**config.mk**
```make
export PLATFORM = sky130hd
export DESIGN_NAME = ysyx_22041071_axi_rd_arb
export DESIGN_NICKNAME = d
export VERILOG_FILES = /design/src/rtl/ysyx_22041071_axi_rd_arb.sv
export SDC_FILE = /design/constraint.sdc
export NUM_CORES = 1
export LEC_CHECK = 0
export BUFFER_PORTS_ARGS = -buffer_cell sky130_fd_sc_hd__buf_2
export CAP_MARGIN = 40
export CORE_AREA = 2 2 163 165
export CTS_BUF_LIST = sky130_fd_sc_hd__clkbuf_8 sky130_fd_sc_hd__clkbuf_16
export DETAILED_ROUTE_END_ITERATION = 10
export DIE_AREA = 0 0 165 167
export SLEW_MARGIN = 25
export SYNTH_ARGS = -nofsm -noshare
export SYNTH_HDL_FRONTEND = slang
export SYNTH_SLANG_ARGS = --single-unit
export TNS_END_PERCENT = 1
```
**constraint.sdc**
```tcl
create_clock -name clk -period 1.8 [get_ports clk]
set_clock_uncertainty 0.05 [all_clocks]
set_input_delay 0.09 -clock clk [delete_from_list [all_inputs] [get_ports clk]]
set_output_delay 0.09 -clock clk [all_outputs]
set_load 0.05 [all_outputs]
```
**src/rtl/ysyx_22041071_axi_rd_arb.sv**
```systemverilog
// ysyx_22041071_axi_rd_arb: two-port (IF / MEM) single-beat AXI read arbiter.
// One transaction in flight at a time: IDLE -> ISSUE -> WAIT -> RESP -> IDLE.
// Build option: define YSYX_22041071_ARB_RR_EN for round-robin arbitration;
// otherwise MEM has fixed priority over IF.
module ysyx_22041071_axi_rd_arb #(
  parameter int ADDR_W = 64,
  parameter int DATA_W = 64
) (
  input  logic              clk,
  input  logic              reset_n,
  // instruction-fetch port
  input  logic              i_if_req_valid,
  input  logic [ADDR_W-1:0] i_if_req_addr,
  input  logic [1:0]        i_if_req_size,
  output logic              o_if_req_ready,
  output logic              o_if_rsp_valid,
  output logic [DATA_W-1:0] o_if_rsp_data,
  output logic [1:0]        o_if_rsp_resp,
  // load-unit port
  input  logic              i_mem_req_valid,
  input  logic [ADDR_W-1:0] i_mem_req_addr,
  input  logic [1:0]        i_mem_req_size,
  output logic              o_mem_req_ready,
  output logic              o_mem_rsp_valid,
  output logic [DATA_W-1:0] o_mem_rsp_data,
  output logic [1:0]        o_mem_rsp_resp,
  // AXI read master side
  output logic              o_m_ar_valid,
  input  logic              i_m_ar_ready,
  output logic [3:0]        o_m_id,
  output logic [ADDR_W-1:0] o_m_addr,
  output logic [7:0]        o_m_len,
  output logic [1:0]        o_m_size,
  input  logic              i_m_r_valid,
  input  logic [DATA_W-1:0] i_m_r_data,
  input  logic [1:0]        i_m_r_resp
);

  typedef enum logic [1:0] {S_IDLE, S_ISSUE, S_WAIT, S_RESP} state_t;

  state_t              r_state, w_state_nxt;
  logic                w_any, w_grant_mem, w_if_ready, w_mem_ready, w_accept;
  logic                r_id;      // 0 = IF, 1 = MEM
  logic [ADDR_W-1:0]   r_addr;
  logic [1:0]          r_size;
  logic [DATA_W-1:0]   r_data;
  logic [1:0]          r_resp;

  assign w_any    = i_if_req_valid | i_mem_req_valid;
  assign w_accept = (r_state == S_IDLE) & w_any & reset_n;

`ifdef YSYX_22041071_ARB_RR_EN
  logic r_ptr; // 1: MEM wins a tie, 0: IF wins a tie

  // Priority goes to whichever port was not granted last.
  always_ff @(posedge clk) begin
    if (!reset_n)      r_ptr <= 1'b1;
    else if (w_accept) r_ptr <= ~w_grant_mem;
  end

  assign w_grant_mem = i_mem_req_valid & (~i_if_req_valid | r_ptr);
`else
  assign w_grant_mem = i_mem_req_valid;
`endif

  // State register.
  always_ff @(posedge clk) begin
    if (!reset_n) r_state <= S_IDLE;
    else          r_state <= w_state_nxt;
  end

  // Next-state and grant decode; ready is only ever raised in IDLE.
  always_comb begin
    w_state_nxt = r_state;
    w_if_ready  = 1'b0;
    w_mem_ready = 1'b0;
    case (r_state)
      S_IDLE: if (w_accept) begin
        w_state_nxt = S_ISSUE;
        w_mem_ready = w_grant_mem;
        w_if_ready  = ~w_grant_mem;
      end
      S_ISSUE: if (i_m_ar_ready) w_state_nxt = S_WAIT;
      S_WAIT:  if (i_m_r_valid)  w_state_nxt = S_RESP;
      S_RESP:  w_state_nxt = S_IDLE;
      default: w_state_nxt = S_IDLE;
    endcase
  end

  // Request latch on grant, response latch on the first data beat in WAIT.
  always_ff @(posedge clk) begin
    if (!reset_n) begin
      r_id   <= 1'b0;
      r_addr <= '0;
      r_size <= 2'b00;
      r_data <= '0;
      r_resp <= 2'b00;
    end else begin
      if (w_accept) begin
        r_id   <= w_grant_mem;
        r_addr <= w_grant_mem ? i_mem_req_addr : i_if_req_addr;
        r_size <= w_grant_mem ? i_mem_req_size : i_if_req_size;
      end
      if (r_state == S_WAIT && i_m_r_valid) begin
        r_data <= i_m_r_data;
        r_resp <= i_m_r_resp;
      end
    end
  end

  assign o_if_req_ready  = w_if_ready;
  assign o_mem_req_ready = w_mem_ready;

  // Response data is shown only on the granted port during its pulse.
  assign o_if_rsp_valid  = (r_state == S_RESP) & ~r_id;
  assign o_mem_rsp_valid = (r_state == S_RESP) &  r_id;
  assign o_if_rsp_data   = o_if_rsp_valid  ? r_data : '0;
  assign o_if_rsp_resp   = o_if_rsp_valid  ? r_resp : 2'b00;
  assign o_mem_rsp_data  = o_mem_rsp_valid ? r_data : '0;
  assign o_mem_rsp_resp  = o_mem_rsp_valid ? r_resp : 2'b00;

  assign o_m_ar_valid = (r_state == S_ISSUE);
  assign o_m_id       = {3'b000, r_id};
  assign o_m_addr     = r_addr;
  assign o_m_len      = 8'h00;
  assign o_m_size     = r_size;

endmodule

```
==> results of run 1 <==
[path summary, 6_finish.rpt]
| kind | endpoint | slack (ps) |
|---|---|---|
| setup / recovery | o_if_rsp_data[16] | -70 |
| hold / removal | r_state[1]$_SDFFE_PN0P_ | 70 |
| setup reg to reg | r_data[63]$_SDFFE_PN0P_ | 140 |
| hold reg to reg | o_m_addr[23]$_SDFFE_PN0P_ | 390 |
[critical path, stage by stage (launching register included)]
cell	delay (ps)
dfxtp_4	370
ha_4	140
nor2b_4	150
buf_12	160
buf_12	150
and2_1	160
buf_6	170
[synthesized netlist by cell type, drive strengths merged]
cell,n,area [um^2]
nor2,1,3.75
and2,68,425
dfxtp,135,2700
nand3,66,330
mux2i,1,10.0
a21boi,66,495
clkbuf,38,145
and4b,1,10.0
nor2b,2,15.0
nand2,201,754
o21ai,1,5.00
a221oi,1,8.76
buf,47,314
a31o,1,8.76
and3,67,419
ha,4,50.1
a22oi,66,546
o21a,1,7.51
o31a,1,8.76
inv,3,11.3
conb,1,3.75
[metrics by stage]
step / cells / setup slack [ps] / utilization / power [mW] / setup TNS, ps
6_report: 1695 / -67.2 / 0.478 / 12.3 / -2080
5_1_grt: 1694 / -156 / 0.478 / 12.9 / -9190
4_1_cts: 1691 / -164 / 0.461 / 12.4 / -5710
3_5_place_dp: 1456 / 165 / 0.334 / 8.04 / 0
3_3_place_gp: 1456 / 209 / 0.334 / 7.97 / 0
2_1_floorplan: 782 / 92.7 / - / 6.76 / 0
[flip-flops by register name, indices dropped and copies added (netlist names)]
name / cells
o_m_addr: 64
r_data: 64
o_m_size: 2
r_resp: 2
r_state: 2
r_id: 1
[kinds of logic (layout without fill, tap and decap cells)]
logic type,count (synthesis),count (layout),synth area share
compound gates,137,137,0.172
mux,1,1,0.00160
flops,135,135,0.431
other cells,1,14,0.000598
buf+inv,88,663,0.0750
fa+ha+maj,4,4,0.00798
simple gates,406,406,0.312
[routing by layer]
layer  routed length, um  up-vias  track usage
met4                 727        0       0.0688
met3                2290       56       0.0563
li1                    -     3742            -
met1               10600     3619        0.199
met2               13500      387        0.320
met5                   0        -            0
[layout by cell type (no fill, tap or decap), drive strengths merged]
master,count
buf,374
nand2,201
dlygate4sd3,198
dfxtp,135
clkbuf,75
and2,68
and3,67
nand3,66
a21boi,66
a22oi,66
conb,11
inv,7
clkinvlp,4
ha,4
diode,3
bufinv,3
nor2b,2
clkinv,2
and4b,1
o21ai,1
nor2,1
a221oi,1
o31a,1
o21a,1
mux2i,1
a31o,1
[report_power, final]
part	switching (mW)	internal [mW]	leakage [nW]
clock	1.43	2.23	0.286
combinational	3.20	1.61	4.50
sequential	0.313	3.53	1.10
total	4.94	7.36	5.89
[what timing repair did]
| item | in CTS | in global routing |
|---|---|---|
| cloned | 2 | 2 |
| endpoints found under the hold margin | 132 | 0 |
| endpoints found under the setup margin | 136 | 131 |
| hold buffers | 198 | 0 |
| resized for setup | 184 | 143 |
| setup buffers | 4 | 0 |
| pin swaps | 5 | 16 |
[area by class of cell]
cell class                 count  area [um^2]  area share
clock inverter                13          169      0.0137
timing repair buffer         629         5240       0.425
clock buffer                  18          439      0.0356
tap                          335          419      0.0340
antenna                        3         7.51    0.000609
sequential                   135         2710       0.220
multi-input combinational    559         3320       0.270
inverter                       3         11.3    0.000914
==> results by group, run 1 <==
Status
  – Status: complete, but fails checks
  – Failing checks: setup timing

Die
  – Row count: 59
  – Die Y: 167 um
  – Starting Density: 0.244
  – Core ar.: 25800 um^2
  – I/O pin total: 419
  – Die Wd: 165 um
  – Die ar.: 27600 um^2

Global route
  – Largest net degree at the start of global routing: 70
  – GRT Overall Usage: 0.181
  – First-pass GRT wire length: 39.3 mm
  – Gr ovfl total: 0
  – Number of global-route vias before repair: 7542
  – Initial antenna violation count: 3

Pwr
  – Pwr per Cell Area: 999 nW/um^2
  – LEAKAGE: 5.89 nW
  – Maximum VDD drop: 0.638 mV

Setup path
  – CP Data Arrival Time: 1730 ps
  – R2R cell count: 6
  – CP Max Fanout: 15
  – Crit path required time: 1660 ps
  – WS Path Type: reg -> out
  – Worst flop-to-flop path startpoint: r_state[0]$_SDFFE_PN0P_
  – CP startpoint: r_state[1]$_SDFFE_PN0P_
  – CP Capture Type: output pin
  – Critical Path Start Type: flip-flop

Clock tree
  – Clock sink count: 135
  – Skew-Pair Late Insertion Delay: 410 ps
  – CTS clock-pin slew for the worst setup and hold paths: 60 ps
  – TritonCTS buffer count: 17
  – H-Tree Level Count: 4
  – CTS tree: done
  – Root Buffer: clkbuf_16
  – Clk buf depth: 2

Routing
  – Vias: 7804
  – DRC viols: 0
  – WL/cell: 16.0 um
  – Final ANT Viol Nets: 0
  – Drt pass-1 iters: 4
  – DRT iter0 DRCs: 500
  – Vias per cell: 4.60
  – Overall routed net length: 27.1 mm

Synth
  – Post-synthesis average cell area: 8.13 um^2
  – Synthesized area: 6270 um^2
  – FF+latch count, synth: 135
  – Syn Inst Count: 772
  – Unique masters post-synth: 26
  – YS warnings: 0
  – Register area share after synthesis: 0.431

Placed design
  – DP Wirelength: 15.4 mm
  – Port bufs: 407
  – Routability-driven placement congestion ratio: 0.760
  – Dpl cell area: 8610 um^2

Cells and area
  – Final #Nets: 1553
  – Synth-to-Final Area Change: 96.3%
  – Post-route cell area: 12300 um^2
  – FILL cells: 2299
  – Share of cells above drive strength 1: 0.396

Timing
  – RSZ-0062 raised after global routing: true
  – Fin crit period: 1870 ps
  – Hold slack: 68.5 ps
  – Max frequency: 536 MHz
  – Final period utilization: 1.04
  – Final hold vios: 0
  – Fin worst setup slack: -67.2 ps
  – Count of pins over their slew limit: 0
  – Final setup viols: 67
  – Max-slew headroom: 0.547
  – Worst slew pin tran: 680 ps

Worst hold path
  – Hold Crit Start: i_m_r_valid
  – Hold path cells: 4
  – Min-Delay Path Class: in -> reg

Run
  – Maxcap violations: 0
Power figures use the tool's default switching activity.
==> run 2, diff against run 1 <==
- CELL_PAD_IN_SITES_DETAIL_PLACEMENT: not set -> 0
- CELL_PAD_IN_SITES_GLOBAL_PLACEMENT: not set -> 1
- CORE_AREA: 2 2 163 165 -> 2 2 164 166
- DIE_AREA: 0 0 165 167 -> 0 0 166 168
- PLACE_DENSITY_LB_ADDON: not set -> 0.1
==> run 2 against run 1 <==
  * The flow still finishes with violations (setup timing)
  * Critical path depth grew 1
  * Global-route usage grew 0.49 points
  * Die area up 1.2%
  * Wire length grew 0.63%
  * Clock power down 5%
  * Critical endpoint is now o_if_rsp_resp[0]
==> results by group, run 2 (synthesized netlist as in run 1, its figures left out) <==
Status
  – Status: complete, but fails checks
  – Failing checks: setup timing

Clock tree
  – TritonCTS buffer count: 17
  – Clock sink count: 135
  – Root Buffer: clkbuf_16
  – H-Tree Level Count: 4
  – CTS clock-pin slew for the worst setup and hold paths: 60 ps
  – CTS tree: done
  – Clk buf depth: 2
  – Skew-Pair Late Insertion Delay: 410 ps

Setup path
  – CP startpoint: r_state[1]$_SDFFE_PN0P_
  – CP Data Arrival Time: 1810 ps
  – R2R cell count: 6
  – Crit path required time: 1660 ps
  – Worst R2R Setup Slack: 220 ps
  – Crit Reg-Reg Endpoint: r_data[45]$_SDFFE_PN0P_
  – CP Max Fanout: 15
  – Critical Path Start Type: flip-flop
  – Worst flop-to-flop path startpoint: r_state[0]$_SDFFE_PN0P_
  – CP Capture Type: output pin
  – Critical path endpoint: o_if_rsp_resp[0]
  – WS Path Type: reg -> out

Timing
  – Fin worst setup slack: -153 ps
  – Hold slack: 74.4 ps
  – RSZ-0062 raised after global routing: true
  – Final setup viols: 123
  – Max-slew headroom: 0.651
  – Final period utilization: 1.09
  – Max frequency: 512 MHz
  – Final hold vios: 0
  – Count of pins over their slew limit: 0
  – Fin crit period: 1950 ps
  – Worst slew pin tran: 522 ps

Die
  – Die ar.: 27900 um^2
  – I/O pin total: 419
  – Core ar.: 26400 um^2
  – Row count: 60
  – Die Wd: 166 um
  – Starting Density: 0.238
  – Die Y: 168 um

Routing
  – Uppermost layer routed: met4
  – DRT iter0 DRCs: 239
  – Overall routed net length: 27.3 mm
  – Vias per cell: 4.46
  – Wl on met1: 11.3 mm
  – Detail Route met2 WL: 13.7 mm
  – Met3 Wirelength: 1.67 mm
  – DRC viols: 0
  – Drt pass-1 iters: 5
  – Vias: 7598
  – Final ANT Viol Nets: 0
  – WL/cell: 16.0 um

Global route
  – Number of global-route vias before repair: 7641
  – Largest net degree at the start of global routing: 94
  – Gr ovfl total: 0
  – GRT Overall Usage: 0.185
  – Initial antenna violation count: 2
  – First-pass GRT wire length: 41.4 mm

Cells and area
  – Share of cells above drive strength 1: 0.395
  – Most common cell after layout, fill and taps aside: buf_2
  – Final #Nets: 1556
  – Synth-to-Final Area Change: 97.8%
  – FILL cells: 2571
  – Register Area: 2710 um^2
  – Area of the multi-input gates: 3330 um^2
  – Post-route cell area: 12400 um^2
  – Commonest non-fill, non-tap cells in the layout: buf_2, nand2_1, dlygate4sd3_1, dfxtp_1

Pwr
  – Pwr per Cell Area: 980 nW/um^2
  – Maximum VDD drop: 0.509 mV
  – LEAKAGE: 5.94 nW

Placed design
  – DP Wirelength: 17.6 mm
  – Routability-driven placement congestion ratio: 0.735
  – Dpl cell area: 8610 um^2
  – Port bufs: 407

Worst hold path
  – Min-Delay Path Class: in -> reg

Run
  – Maxcap violations: 0
-- run 2: layout make-up --
type	instances	share of cell area
Antenna cell	2	0.000403
Inverter	3	0.000907
Clock inverter	15	0.0118
Clock buffer	17	0.0343
Sequential cell	135	0.218
Multi-Input combinational cell	559	0.268
Tap cell	341	0.0344
Timing Repair Buffer	632	0.432
-- run 2: how the worst min path moves through the flow --
stage,startpoint,end,depth (start not counted)
floorplan,i_if_req_addr[7],o_m_addr[7]$_SDFFE_PN0P_,2
global placement,i_if_req_addr[4],o_m_addr[4]$_SDFFE_PN0P_,3
CTS,i_m_r_valid,r_state[1]$_SDFFE_PN0P_,4
detailed placement,i_if_req_addr[46],o_m_addr[46]$_SDFFE_PN0P_,3
finish,i_m_r_valid,r_state[1]$_SDFFE_PN0P_,4
global route,i_m_r_valid,r_state[1]$_SDFFE_PN0P_,4
-- run 2: power by group --
part           total, mW  internal, mW  switching (mW)
logic               4.87          1.64            3.24
clock network       3.46          1.94            1.52
registers           3.83          3.52           0.310
-- run 2: per-stage QoR --
stage               TNS [ps]  std cells  power [mW]  setup WS [ps]  utilization
global route          -20870       1704        12.8           -242        0.471
floorplan                  0        782        6.76           92.7            -
detailed placement         0       1464        8.13            105        0.327
global placement           0       1464        8.14            111        0.327
finish                 -9980       1704        12.2           -153        0.471
CTS                   -12470       1700        12.3           -159        0.460
-- run 2: repair_timing --
item | 4_1_cts | 5_1_grt
setup buffers | 4 | 0
hold buffers | 198 | 0
setup endpoints to repair | 136 | 136
resized for setup | 268 | 71
hold endpoints to repair | 132 | 0
gates cloned | 2 | 2
pin swaps | 8 | 8
-- run 2: layer usage --
layer / vias up / GRT usage
met1: 3518 / 0.217
met5: - / 0
li1: 3756 / -
met4: 0 / 0.0639
met2: 291 / 0.330
met3: 33 / 0.0468
-- run 2: worst max-delay path: stages, from the launching register on --
cell,delay (ps)
dfxtp_2,330
buf_6,110
ha_4,140
nor2b_4,200
buf_6,160
clkbuf_16,160
and2_1,140
buf_6,160
==> run 3, diff against run 2 <==
- MAX_ROUTING_LAYER: not set -> met4
==> run 3 against run 2 <==
  * The flow still finishes with violations (setup timing)
  * Core utilization stayed put
  * Register-to-register slack hardly changed
  * Clock power hardly changed
  * Via count is 0.34% lower
  * Power hardly changed
  * Sequential power hardly changed
  * First-iteration DRC count is 13% higher
  * Combinational power hardly changed
  * Largest cell class unchanged
==> results by group, run 3 (synthesized netlist as in run 1, its figures left out) <==
Status
  – Status: complete, but fails checks
  – Failing checks: setup timing

Setup path
  – Cell repeated most along the worst path: buf_6
  – Buf/Inv on CP: 4
  – WS Path Type: reg -> out
  – CP Data Arrival Time: 1810 ps
  – Max incr delay on CP: 330 ps
  – CP Capture Type: output pin
  – CP max stage cell: dfxtp_2
  – Worst R2R Setup Slack: 230 ps
  – CP Max Fanout: 15
  – Cell family with most CP delay: buffers and inverters
  – Crit path required time: 1660 ps
  – Critical Path Start Type: flip-flop
  – Crit path cell chain: buf_6 > ha_4 > nor2b_4 > buf_6 > buf_12 > and2_1 > buf_6

Cells and area
  – Share of cells above drive strength 1: 0.395
  – Final #Nets: 1556
  – Finished Layout Cells: 1704
  – FILL cells: 2571
  – Area of the multi-input gates: 3330 um^2
  – Synth-to-Final Area Change: 97.8%
  – Most common cell after layout, fill and taps aside: buf_2
  – Commonest non-fill, non-tap cells in the layout: buf_2, nand2_1, dlygate4sd3_1, dfxtp_1
  – Register Area: 2710 um^2

Timing
  – Final setup viols: 124
  – Count of pins over their slew limit: 0
  – Fin crit period: 1950 ps
  – Worst slew pin tran: 521 ps
  – Final hold vios: 0
  – Hold slack: 73.5 ps
  – RSZ-0062 raised after global routing: true
  – Max frequency: 512 MHz
  – Fin worst setup slack: -153 ps
  – Final period utilization: 1.09
  – Max-slew headroom: 0.651

Clock tree
  – CTS clock-pin slew for the worst setup and hold paths: 60 ps
  – TritonCTS buffer count: 17
  – H-Tree Level Count: 4
  – Clock sink count: 135
  – Skew-Pair Late Insertion Delay: 410 ps
  – Root Buffer: clkbuf_16
  – CTS tree: done
  – Clk buf depth: 2

Placed design
  – Routability-driven placement congestion ratio: 0.745
  – Placed cell count: 1464
  – Port bufs: 407
  – DP Wirelength: 17.6 mm

Routing
  – DRC viols: 0
  – Drt pass-1 iters: 5
  – DRT iter0 DRCs: 270
  – Vias per cell: 4.44
  – Final ANT Viol Nets: 0
  – Overall routed net length: 27.2 mm
  – Vias: 7572
  – WL/cell: 16.0 um

Die
  – Die Y: 168 um
  – Core ar.: 26400 um^2
  – Die ar.: 27900 um^2
  – Row count: 60
  – Starting Density: 0.238
  – I/O pin total: 419
  – Die Wd: 166 um

Global route
  – Largest net degree at the start of global routing: 94
  – Number of global-route vias before repair: 7639
  – Initial antenna violation count: 2
  – First-pass GRT wire length: 41.4 mm
  – Gr ovfl total: 0
  – GRT Overall Usage: 0.191

Pwr
  – Final total power: 12.2 mW
  – Maximum VDD drop: 0.509 mV
  – LEAKAGE: 5.94 nW
  – Pwr per Cell Area: 980 nW/um^2

Worst hold path
  – Min-Delay Path Class: in -> reg

Run
  – Maxcap violations: 0
-- run 3: cell counts in the layout (fill, tap and decap cells not counted) --
Identical to the previous run, type by type.
-- run 3: layer usage --
metal,up-vias,global-route usage,part of all wire
met3,33,0.0414,0.057
met2,281,0.331,0.50
li1,3757,-,-
met5,-,-,0
met4,0,0.0639,0.021
met1,3501,0.220,0.42
-- run 3: worst reg2reg max path, cell delays in order, from the launching register on --
cell	delay, ps
dfxtp_2	370
inv_1	90
ha_1	250
nand2_2	190
buf_12	250
nand2_1	100
a21boi_0	190
-- run 3: report_power, final --
| group | internal (mW) | leakage, nW | switching [mW] |
|---|---|---|---|
| Clock | 1.94 | 0.268 | 1.52 |
| Sequential | 3.52 | 1.10 | 0.310 |
| Combinational | 1.64 | 4.57 | 3.24 |
-- run 3: timing repair --
action,4_1_cts,5_1_grt
hold buffers,198,0
buffers inserted,4,0
endpoints found under the hold margin,132,0
setup endpoints to repair,136,136
resized for setup,268,71
pin swaps,8,8
cloned,2,2
-- run 3: area by class of cell --
class,instances,area share
multi-input combinational,559,0.268
sequential,135,0.218
inverter,3,0.000907
timing repair buffer,632,0.432
clock buffer,17,0.0343
tap,341,0.0344
clock inverter,15,0.0118
antenna,2,0.000403
-- run 3: through the flow --
step	TNS (ps)	area [um^2]	worst slack [ps]	utilization
after detailed placement	0	8610	105	0.327
after global routing	-20870	12400	-242	0.471
after CTS	-12470	12100	-159	0.460
after floorplan	0	6310	92.7	-
final	-10050	12400	-153	0.471
after global placement	0	8610	111	0.327
-- run 3: final timing paths --
| check | cells after the start | startpoint | end |
|---|---|---|---|
| worst max-delay path | 7 | r_state[1]$_SDFFE_PN0P_ | o_if_rsp_data[14] |
| worst min-delay path | 4 | i_m_r_valid | r_state[1]$_SDFFE_PN0P_ |
| worst max register to register | 6 | r_state[0]$_SDFFE_PN0P_ | r_data[45]$_SDFFE_PN0P_ |
| worst min register to register | 2 | o_m_addr[31]$_SDFFE_PN0P_ | o_m_addr[31]$_SDFFE_PN0P_ |
